==> src/rtl/add_operand_sequencer_pkg.sv <==
// Shared types for the operand sequencer that feeds the two-half serial adder.
package add_operand_sequencer_pkg;

  typedef enum logic [2:0] {
    ST_IDLE  = 3'd0,
    ST_LOAD  = 3'd1,
    ST_SHIFT = 3'd2,
    ST_SUM   = 3'd3,
    ST_DRAIN = 3'd4
  } state_t;

  // Two's-complement overflow: like-signed operands whose sum flips sign.
  function automatic logic signed_ovf(input logic a_msb, input logic b_msb, input logic s_msb);
    return (a_msb == b_msb) && (s_msb != a_msb);
  endfunction

endpackage

==> src/rtl/add_operand_sequencer_if.sv <==
// Operand input stream and result output stream of the sequencer.
interface add_operand_sequencer_if #(parameter int N = 64);
  logic         in_valid;
  logic         in_ready;
  logic [N-1:0] in_a;
  logic [N-1:0] in_b;
  logic         out_valid;
  logic         out_ready;
  logic [N-1:0] out_sum;
  logic         out_cout;
  logic         out_ovf;

  modport master (
    output in_valid, in_a, in_b, out_ready,
    input  in_ready, out_valid, out_sum, out_cout, out_ovf
  );

  modport slave (
    input  in_valid, in_a, in_b, out_ready,
    output in_ready, out_valid, out_sum, out_cout, out_ovf
  );
endinterface

==> src/rtl/add_operand_sequencer_sync_fifo.sv <==
// Synchronous FIFO with registered occupancy; a push into a full FIFO is refused
// even when a pop happens on the same edge.
module sync_fifo #(
  parameter int W     = 128,
  parameter int DEPTH = 4
) (
  input  logic                     i_clk,
  input  logic                     i_rst,
  input  logic                     i_push,
  input  logic                     i_pop,
  input  logic [W-1:0]             i_wdata,
  output logic [W-1:0]             o_rdata,
  output logic                     o_full,
  output logic                     o_empty,
  output logic [$clog2(DEPTH):0]   o_count
);
  localparam int AW = $clog2(DEPTH);
  localparam logic [AW:0] FULL_CNT = (AW+1)'(DEPTH);

  logic [W-1:0]  r_mem [DEPTH];
  logic [AW-1:0] r_wr_ptr;
  logic [AW-1:0] r_rd_ptr;
  logic [AW:0]   r_count;
  logic          w_push;
  logic          w_pop;

  assign o_full  = (r_count == FULL_CNT);
  assign o_empty = (r_count == '0);
  assign w_push  = i_push && !o_full;
  assign w_pop   = i_pop && !o_empty;
  assign o_rdata = r_mem[r_rd_ptr];
  assign o_count = r_count;

  always_ff @(posedge i_clk) begin
    if (i_rst) begin
      r_wr_ptr <= '0;
      r_rd_ptr <= '0;
      r_count  <= '0;
    end else begin
      if (w_push) r_wr_ptr <= r_wr_ptr + 1'b1;
      if (w_pop)  r_rd_ptr <= r_rd_ptr + 1'b1;
      case ({w_push, w_pop})
        2'b10:   r_count <= r_count + 1'b1;
        2'b01:   r_count <= r_count - 1'b1;
        default: r_count <= r_count;
      endcase
    end
  end

  always_ff @(posedge i_clk) begin
    if (w_push) r_mem[r_wr_ptr] <= i_wdata;
  end
endmodule

==> src/rtl/add_operand_sequencer.sv <==
// Issues buffered operand pairs to the external serial adder, one LOAD/SHIFT/SUM
// pass each, and returns sum/carry/overflow on a valid/ready stream.
module add_operand_sequencer
  import add_operand_sequencer_pkg::*;
#(
  parameter int N     = 64,
  parameter int DEPTH = 4
) (
  input  logic                    i_clk,
  input  logic                    i_rst,
  add_operand_sequencer_if.slave  bus,
  output logic [$clog2(DEPTH):0]  o_fifo_count,
  output logic                    o_add_rst_n,
  output logic [N-1:0]            o_add_inp1,
  output logic [N-1:0]            o_add_inp2,
  input  logic [N-1:0]            i_add_sum,
  input  logic                    i_add_cout
);
  if ((N % 2) != 0) begin : g_bad_width
    $error("add_operand_sequencer: N must be even");
  end
  if ((DEPTH < 2) || ((DEPTH & (DEPTH - 1)) != 0)) begin : g_bad_depth
    $error("add_operand_sequencer: DEPTH must be a power of two >= 2");
  end

  state_t         r_state;
  logic [N-1:0]   r_op_a;
  logic [N-1:0]   r_op_b;
  logic           r_out_valid;
  logic [N-1:0]   r_out_sum;
  logic           r_out_cout;
  logic           r_out_ovf;
  logic           r_add_rst_n;

  logic [2*N-1:0] w_fifo_rdata;
  logic           w_fifo_full;
  logic           w_fifo_empty;
  logic [N-1:0]   w_head_a;
  logic [N-1:0]   w_head_b;
  logic           w_out_hs;
  logic           w_pop;

  sync_fifo #(.W(2*N), .DEPTH(DEPTH)) u_fifo (
    .i_clk   (i_clk),
    .i_rst   (i_rst),
    .i_push  (bus.in_valid),
    .i_pop   (w_pop),
    .i_wdata ({bus.in_a, bus.in_b}),
    .o_rdata (w_fifo_rdata),
    .o_full  (w_fifo_full),
    .o_empty (w_fifo_empty),
    .o_count (o_fifo_count)
  );

  assign w_head_a = w_fifo_rdata[2*N-1:N];
  assign w_head_b = w_fifo_rdata[N-1:0];
  assign w_out_hs = r_out_valid && bus.out_ready;

  always_comb begin
    w_pop = !w_fifo_empty && ((r_state == ST_IDLE) || ((r_state == ST_DRAIN) && w_out_hs));
  end

  // add_rst_n rises on the pop edge, so the adder sees it low on that edge and
  // starts its own LOAD phase in step with ST_LOAD.
  always_ff @(posedge i_clk) begin
    if (i_rst) begin
      r_state     <= ST_IDLE;
      r_op_a      <= '0;
      r_op_b      <= '0;
      r_out_valid <= 1'b0;
      r_out_sum   <= '0;
      r_out_cout  <= 1'b0;
      r_out_ovf   <= 1'b0;
      r_add_rst_n <= 1'b0;
    end else begin
      case (r_state)
        ST_IDLE: begin
          if (w_pop) begin
            r_op_a      <= w_head_a;
            r_op_b      <= w_head_b;
            r_add_rst_n <= 1'b1;
            r_state     <= ST_LOAD;
          end
        end
        ST_LOAD:  r_state <= ST_SHIFT;
        ST_SHIFT: r_state <= ST_SUM;
        ST_SUM: begin
          r_out_sum   <= i_add_sum;
          r_out_cout  <= i_add_cout;
          r_out_ovf   <= signed_ovf(r_op_a[N-1], r_op_b[N-1], i_add_sum[N-1]);
          r_out_valid <= 1'b1;
          r_add_rst_n <= 1'b0;
          r_state     <= ST_DRAIN;
        end
        ST_DRAIN: begin
          if (w_out_hs) begin
            r_out_valid <= 1'b0;
            if (w_pop) begin
              r_op_a      <= w_head_a;
              r_op_b      <= w_head_b;
              r_add_rst_n <= 1'b1;
              r_state     <= ST_LOAD;
            end else begin
              r_state <= ST_IDLE;
            end
          end
        end
        default: begin
          r_state     <= ST_IDLE;
          r_out_valid <= 1'b0;
          r_add_rst_n <= 1'b0;
        end
      endcase
    end
  end

  assign bus.in_ready  = !w_fifo_full;
  assign bus.out_valid = r_out_valid;
  assign bus.out_sum   = r_out_sum;
  assign bus.out_cout  = r_out_cout;
  assign bus.out_ovf   = r_out_ovf;
  assign o_add_rst_n   = r_add_rst_n;
  assign o_add_inp1    = r_op_a;
  assign o_add_inp2    = r_op_b;
endmodule
==> src/flat_wrapper.sv <==
// flat-port wrapper written by rule: the top's interface ports become plain ports
module add_operand_sequencer_flat import add_operand_sequencer_pkg::*;
#(
  parameter int N     = 64,
  parameter int DEPTH = 4
)
  (i_clk, i_rst, o_fifo_count, o_add_rst_n, o_add_inp1, o_add_inp2, i_add_sum, i_add_cout, bus_in_valid, bus_in_a, bus_in_b, bus_out_ready, bus_in_ready, bus_out_valid, bus_out_sum, bus_out_cout, bus_out_ovf);
  add_operand_sequencer_if #(.N(N)) bus_i ();
  input  logic i_clk;
  input  logic i_rst;
  output logic [$clog2(DEPTH):0] o_fifo_count;
  output logic o_add_rst_n;
  output logic [N-1:0] o_add_inp1;
  output logic [N-1:0] o_add_inp2;
  input  logic [N-1:0] i_add_sum;
  input  logic i_add_cout;
  input wire logic [$bits(bus_i.in_valid)-1:0] bus_in_valid;
  input wire logic [$bits(bus_i.in_a)-1:0] bus_in_a;
  input wire logic [$bits(bus_i.in_b)-1:0] bus_in_b;
  input wire logic [$bits(bus_i.out_ready)-1:0] bus_out_ready;
  output wire logic [$bits(bus_i.in_ready)-1:0] bus_in_ready;
  output wire logic [$bits(bus_i.out_valid)-1:0] bus_out_valid;
  output wire logic [$bits(bus_i.out_sum)-1:0] bus_out_sum;
  output wire logic [$bits(bus_i.out_cout)-1:0] bus_out_cout;
  output wire logic [$bits(bus_i.out_ovf)-1:0] bus_out_ovf;
  assign bus_i.in_valid = bus_in_valid;
  assign bus_i.in_a = bus_in_a;
  assign bus_i.in_b = bus_in_b;
  assign bus_i.out_ready = bus_out_ready;
  assign bus_in_ready = bus_i.in_ready;
  assign bus_out_valid = bus_i.out_valid;
  assign bus_out_sum = bus_i.out_sum;
  assign bus_out_cout = bus_i.out_cout;
  assign bus_out_ovf = bus_i.out_ovf;
  add_operand_sequencer #(.N(N), .DEPTH(DEPTH)) u_core (.i_clk(i_clk), .i_rst(i_rst), .bus(bus_i), .o_fifo_count(o_fifo_count), .o_add_rst_n(o_add_rst_n), .o_add_inp1(o_add_inp1), .o_add_inp2(o_add_inp2), .i_add_sum(i_add_sum), .i_add_cout(i_add_cout));
endmodule
==> config.mk <==
export PLATFORM = sky130hd
export DESIGN_NAME = add_operand_sequencer_flat
export DESIGN_NICKNAME = d
export VERILOG_FILES = /design/src/rtl/add_operand_sequencer_pkg.sv /design/src/rtl/add_operand_sequencer_if.sv /design/src/rtl/add_operand_sequencer_sync_fifo.sv /design/src/rtl/add_operand_sequencer.sv /design/src/flat_wrapper.sv
export SDC_FILE = /design/constraint.sdc
export NUM_CORES = 1
export LEC_CHECK = 0
export BUFFER_PORTS_ARGS = -buffer_cell sky130_fd_sc_hd__buf_2
export CORE_MARGIN = 8
export CORE_UTILIZATION = 50
export CTS_BUF_LIST = sky130_fd_sc_hd__clkbuf_4
export DETAILED_ROUTE_END_ITERATION = 10
export PLACE_DENSITY = 0.71
export SKIP_CTS_REPAIR_TIMING = 1
export SLEW_MARGIN = 20
export SYNTH_ARGS = -nofsm -noshare
export SYNTH_HDL_FRONTEND = slang
export SYNTH_SLANG_ARGS = --single-unit
==> constraint.sdc <==
create_clock -name i_clk -period 9.1 [get_ports i_clk]
set_input_delay 1.365 -clock i_clk [delete_from_list [all_inputs] [get_ports i_clk]]
set_output_delay 1.365 -clock i_clk [all_outputs]
set_load 0.01 [all_outputs]
==> key figures <==
Placement
  – IO Port Bufs: 396
  – Post-DP HPWL: 39.7 mm
  – RePlAce Congestion: 0.852
  – Placed inst area: 0.0293 mm²

Die
  – Core Area: roughly 0.053 mm²
  – Initial Util: 50.3%
  – Die H: 248 µm
  – IO Pins: 397
  – Die area: 0.0615 mm²
  – Row cnt: 85
  – Die width: between 200 and 250 µm

Pwr
  – PwrDens: 295 mW/mm²
  – Design Power: 9.36 mW
  – Maximum VDD drop: 0.174 mV
  – Sw frac: 32.6%
  – P_sw: ~3.1 mW
  – Leak pwr: about 12 nW
  – Int Pwr: roughly 6.3 mW
  – Clock power frac: 29.3%
  – Combinational Power Share: between 20% and 30%
  – Power share of the sequential group: a little under half

Logic synthesis
  – Post-synthesis cell area: 0.0269 mm²
  – Syn avg cell area: 16.3 µm²
  – Netlist cell types: 44
  – Ys Warns: 0
  – Syn Nets: 1857
  – Sequential fraction of the synthesis area: 72.6%
  – Synthesis-stage register bit count: 720
  – Cell count after synthesis: 1654

Clock tree
  – Root Driver: clkbuf_4
  – Total CTS buffers: 180
  – Clock tree sinks: 720
  – Clock Latency Late Sink: 0.97 ns
  – H-tree lvl count: 4
  – CTS tree: done
  – Clock transition at the registers of the reported paths: 0.06 ns
  – Clk buf depth: 3

Status
  – Status: complete, no violations

Final layout
  – Area grow syn2layout: 17.8%
  – Most frequent cells in the layout: edfxtp_1 (512), buf_2 (396), clkbuf_4 (279), nand2_1 (259), dfxtp_1 (206)
  – Reg area: 0.0195 mm²
  – FILL cells: 4133
  – Layout Nets: between 2000 and 2500
  – Final instance area: between 0.03 and 0.04 mm²
  – Area of the multi-input gates: 0.00661 mm²
  – Share of layout cells above drive strength 1: between 30% and 40%
  – Commonest non-fill, non-tap cell in the layout: edfxtp_1

Timing
  – Max Clock Skew: 0.0372 ns
  – Max Clock Freq: 288 MHz
  – Hold Vio Cnt, Final: 0
  – Hold WS: 0.450 ns
  – Worst-margin pin slew: about 1.1 ns
  – Rel. slew slack: 25.7%
  – Final period utilization: 38.2%
  – Slew Viols, Final: 0
  – Setup tns final: 0 ns
  – Unrepaired setup endpoints after global routing: false
  – Final setup violation count: 0
  – Crit path time final: 3.48 ns

Setup path
  – WP data required: 7.74 ns
  – Slowest stage delay, CP: approximately 0.57 ns
  – Critical path class: reg2out
  – Worst path arrival time: 2.11 ns
  – Crit path buf inv count: 1
  – Cells along the critical path: or3b_1, buf_2
  – Number of cells on the critical path: 2
  – Worst Setup End Kind: output port
  – Worst R2R Path Depth: 10
  – CP startpoint kind: flop
  – Slowest cell on crit path: or3b_1
  – CP Max Fanout: 10
  – Cell family with most CP delay: simple AND/OR/NAND/NOR gates

Route
  – DR iter-0 viols: 1271
  – Via count: 17200
  – ANT nets after route: 0
  – Wirelength per Cell: 23.5 µm
  – Routed WL: 69.6 mm
  – Via density: 5.82
  – Post-route DRC: 0
  – Drt pass-1 iters: 5

Global routing
  – First-pass GRT wire length: 103 mm
  – Largest net degree at the start of global routing: 82
  – Total gr overflow: 0
  – Vias in the first global route: between 15000 and 20000
  – Initial antenna violation count: 26
  – Total GRT Usage: approximately 22%

Hold path
  – Min-delay worst type: reg2reg
  – WHS Path Cells: 2

Flow run
  – Max Cap Viol: 0
==> final timing paths <==
| check | from | slack, ns | endpoint |
|---|---|---|---|
| setup / recovery | u_core.u_fifo.o_count[0] | 5.62 | bus_in_ready |
| setup reg to reg | u_core.bus.out_valid | 5.97 | u_core.u_fifo.o_count[2] |
| hold / removal | u_core.bus.out_sum[52] | 0.45 | u_core.bus.out_sum[52] |
| hold reg to reg | u_core.bus.out_sum[52] | 0.45 | u_core.bus.out_sum[52] |
==> routing by layer <==
| metal | routed length [µm] | up-vias | part of all wire (%) | global-route usage (%) |
|---|---|---|---|---|
| met5 | 123 | - | 0.18 | 0 |
| met3 | 6230 | 163 | 8.9 | 7.66 |
| met2 | 34100 | 769 | 49 | 35.7 |
| met4 | 2340 | 20 | 3.4 | 11.1 |
| met1 | 26900 | 8659 | 39 | 26.4 |
| li1 | - | 7633 | - | - |
==> logic make-up (layout without fill, tap and decap cells) <==
logic type / count (synthesis) / in the layout / share of synthesized area [%]
muxes: 129 / 129 / 10.8
buffers and inverters: 163 / 759 / 3.04
AOI/OAI and AO/OA: 213 / 213 / 5.92
other: 0 / 17 / 0
xor gates and xnor gates: 3 / 3 / 0.0976
adders and majority gates: 6 / 6 / 0.307
and+or+nand+nor: 420 / 420 / 7.28
DFF: 720 / 720 / 72.6
==> cells in the mapped netlist (all sizes together) <==
cell	number	share of area (%)
nor2b	2	0.046
xnor2	1	0.033
a21oi	73	1.4
mux2	1	0.042
a21boi	1	0.028
and4	1	0.033
o21ai	4	0.074
or2	2	0.056
edfxtp	512	57
nand3	3	0.056
a21o	2	0.056
nand2	259	3.6
ha	5	0.23
xor2	2	0.065
a221oi	1	0.033
mux4	128	11
nand4	128	3.0
buf	89	2.0
nand3b	2	0.056
o311ai	129	4.3
clkbuf	66	0.95
and3b	1	0.033
and3	4	0.093
dfxtp	208	15
nor3	4	0.093
or3b	1	0.033
a21bo	1	0.037
a2111oi	1	0.033
fa	1	0.074
nor2	11	0.15
or3	2	0.046
inv	8	0.11
o32a	1	0.037
==> layout make-up <==
| cell class | count | share of cell area [%] |
|---|---|---|
| well taps | 696 | 2.75 |
| clock inverters | 50 | 0.947 |
| repair buffers | 422 | 6.97 |
| clock buffers | 279 | 6.61 |
| flip-flops and latches | 720 | 61.6 |
| diodes | 17 | 0.134 |
| multi-input cells | 771 | 20.9 |
| inverters | 8 | 0.103 |
==> flip-flops by register name (all words and copies together), names as in the netlist, 2 cells and up, named ones only <==
name	count
u_core.u_fifo.r_mem	512
u_core.bus.out_sum	64
u_core.o_add_inp1	64
u_core.o_add_inp2	64
u_core.r_state	3
u_core.u_fifo.o_count	3
u_core.u_fifo.r_rd_ptr	2
u_core.u_fifo.r_wr_ptr	2
==> power by group through the flow <==
stage	clock network (mW)	logic [mW]	registers [mW]
2_1_floorplan	0	1.38	4.42
3_3_place_gp	0	2.25	4.39
3_5_place_dp	0	2.29	4.41
4_1_cts	2.82	2.29	4.35
5_1_grt	2.99	2.46	4.37
6_report	2.74	2.29	4.32
==> stage by stage <==
| stage | utilization, % | instances | setup slack (ns) |
|---|---|---|---|
| 3_3_place_gp | 54.6 | 2615 | 5.01 |
| 6_report | 59.3 | 2963 | 5.62 |
| 4_1_cts | 59.2 | 2945 | 5.47 |
| 5_1_grt | 59.2 | 2956 | 5.40 |
| 2_1_floorplan | - | 1654 | 3.99 |
| 3_5_place_dp | 54.7 | 2616 | 5.01 |
==> tightest hold or removal path: cells and delay by family (launching register included) <==
kind               cells  cell delay, ns
and+or+nand+nor        1            0.05
DFF                    1            0.30
AOI/OAI and AO/OA      1            0.05
Power figures use the tool's default switching activity.
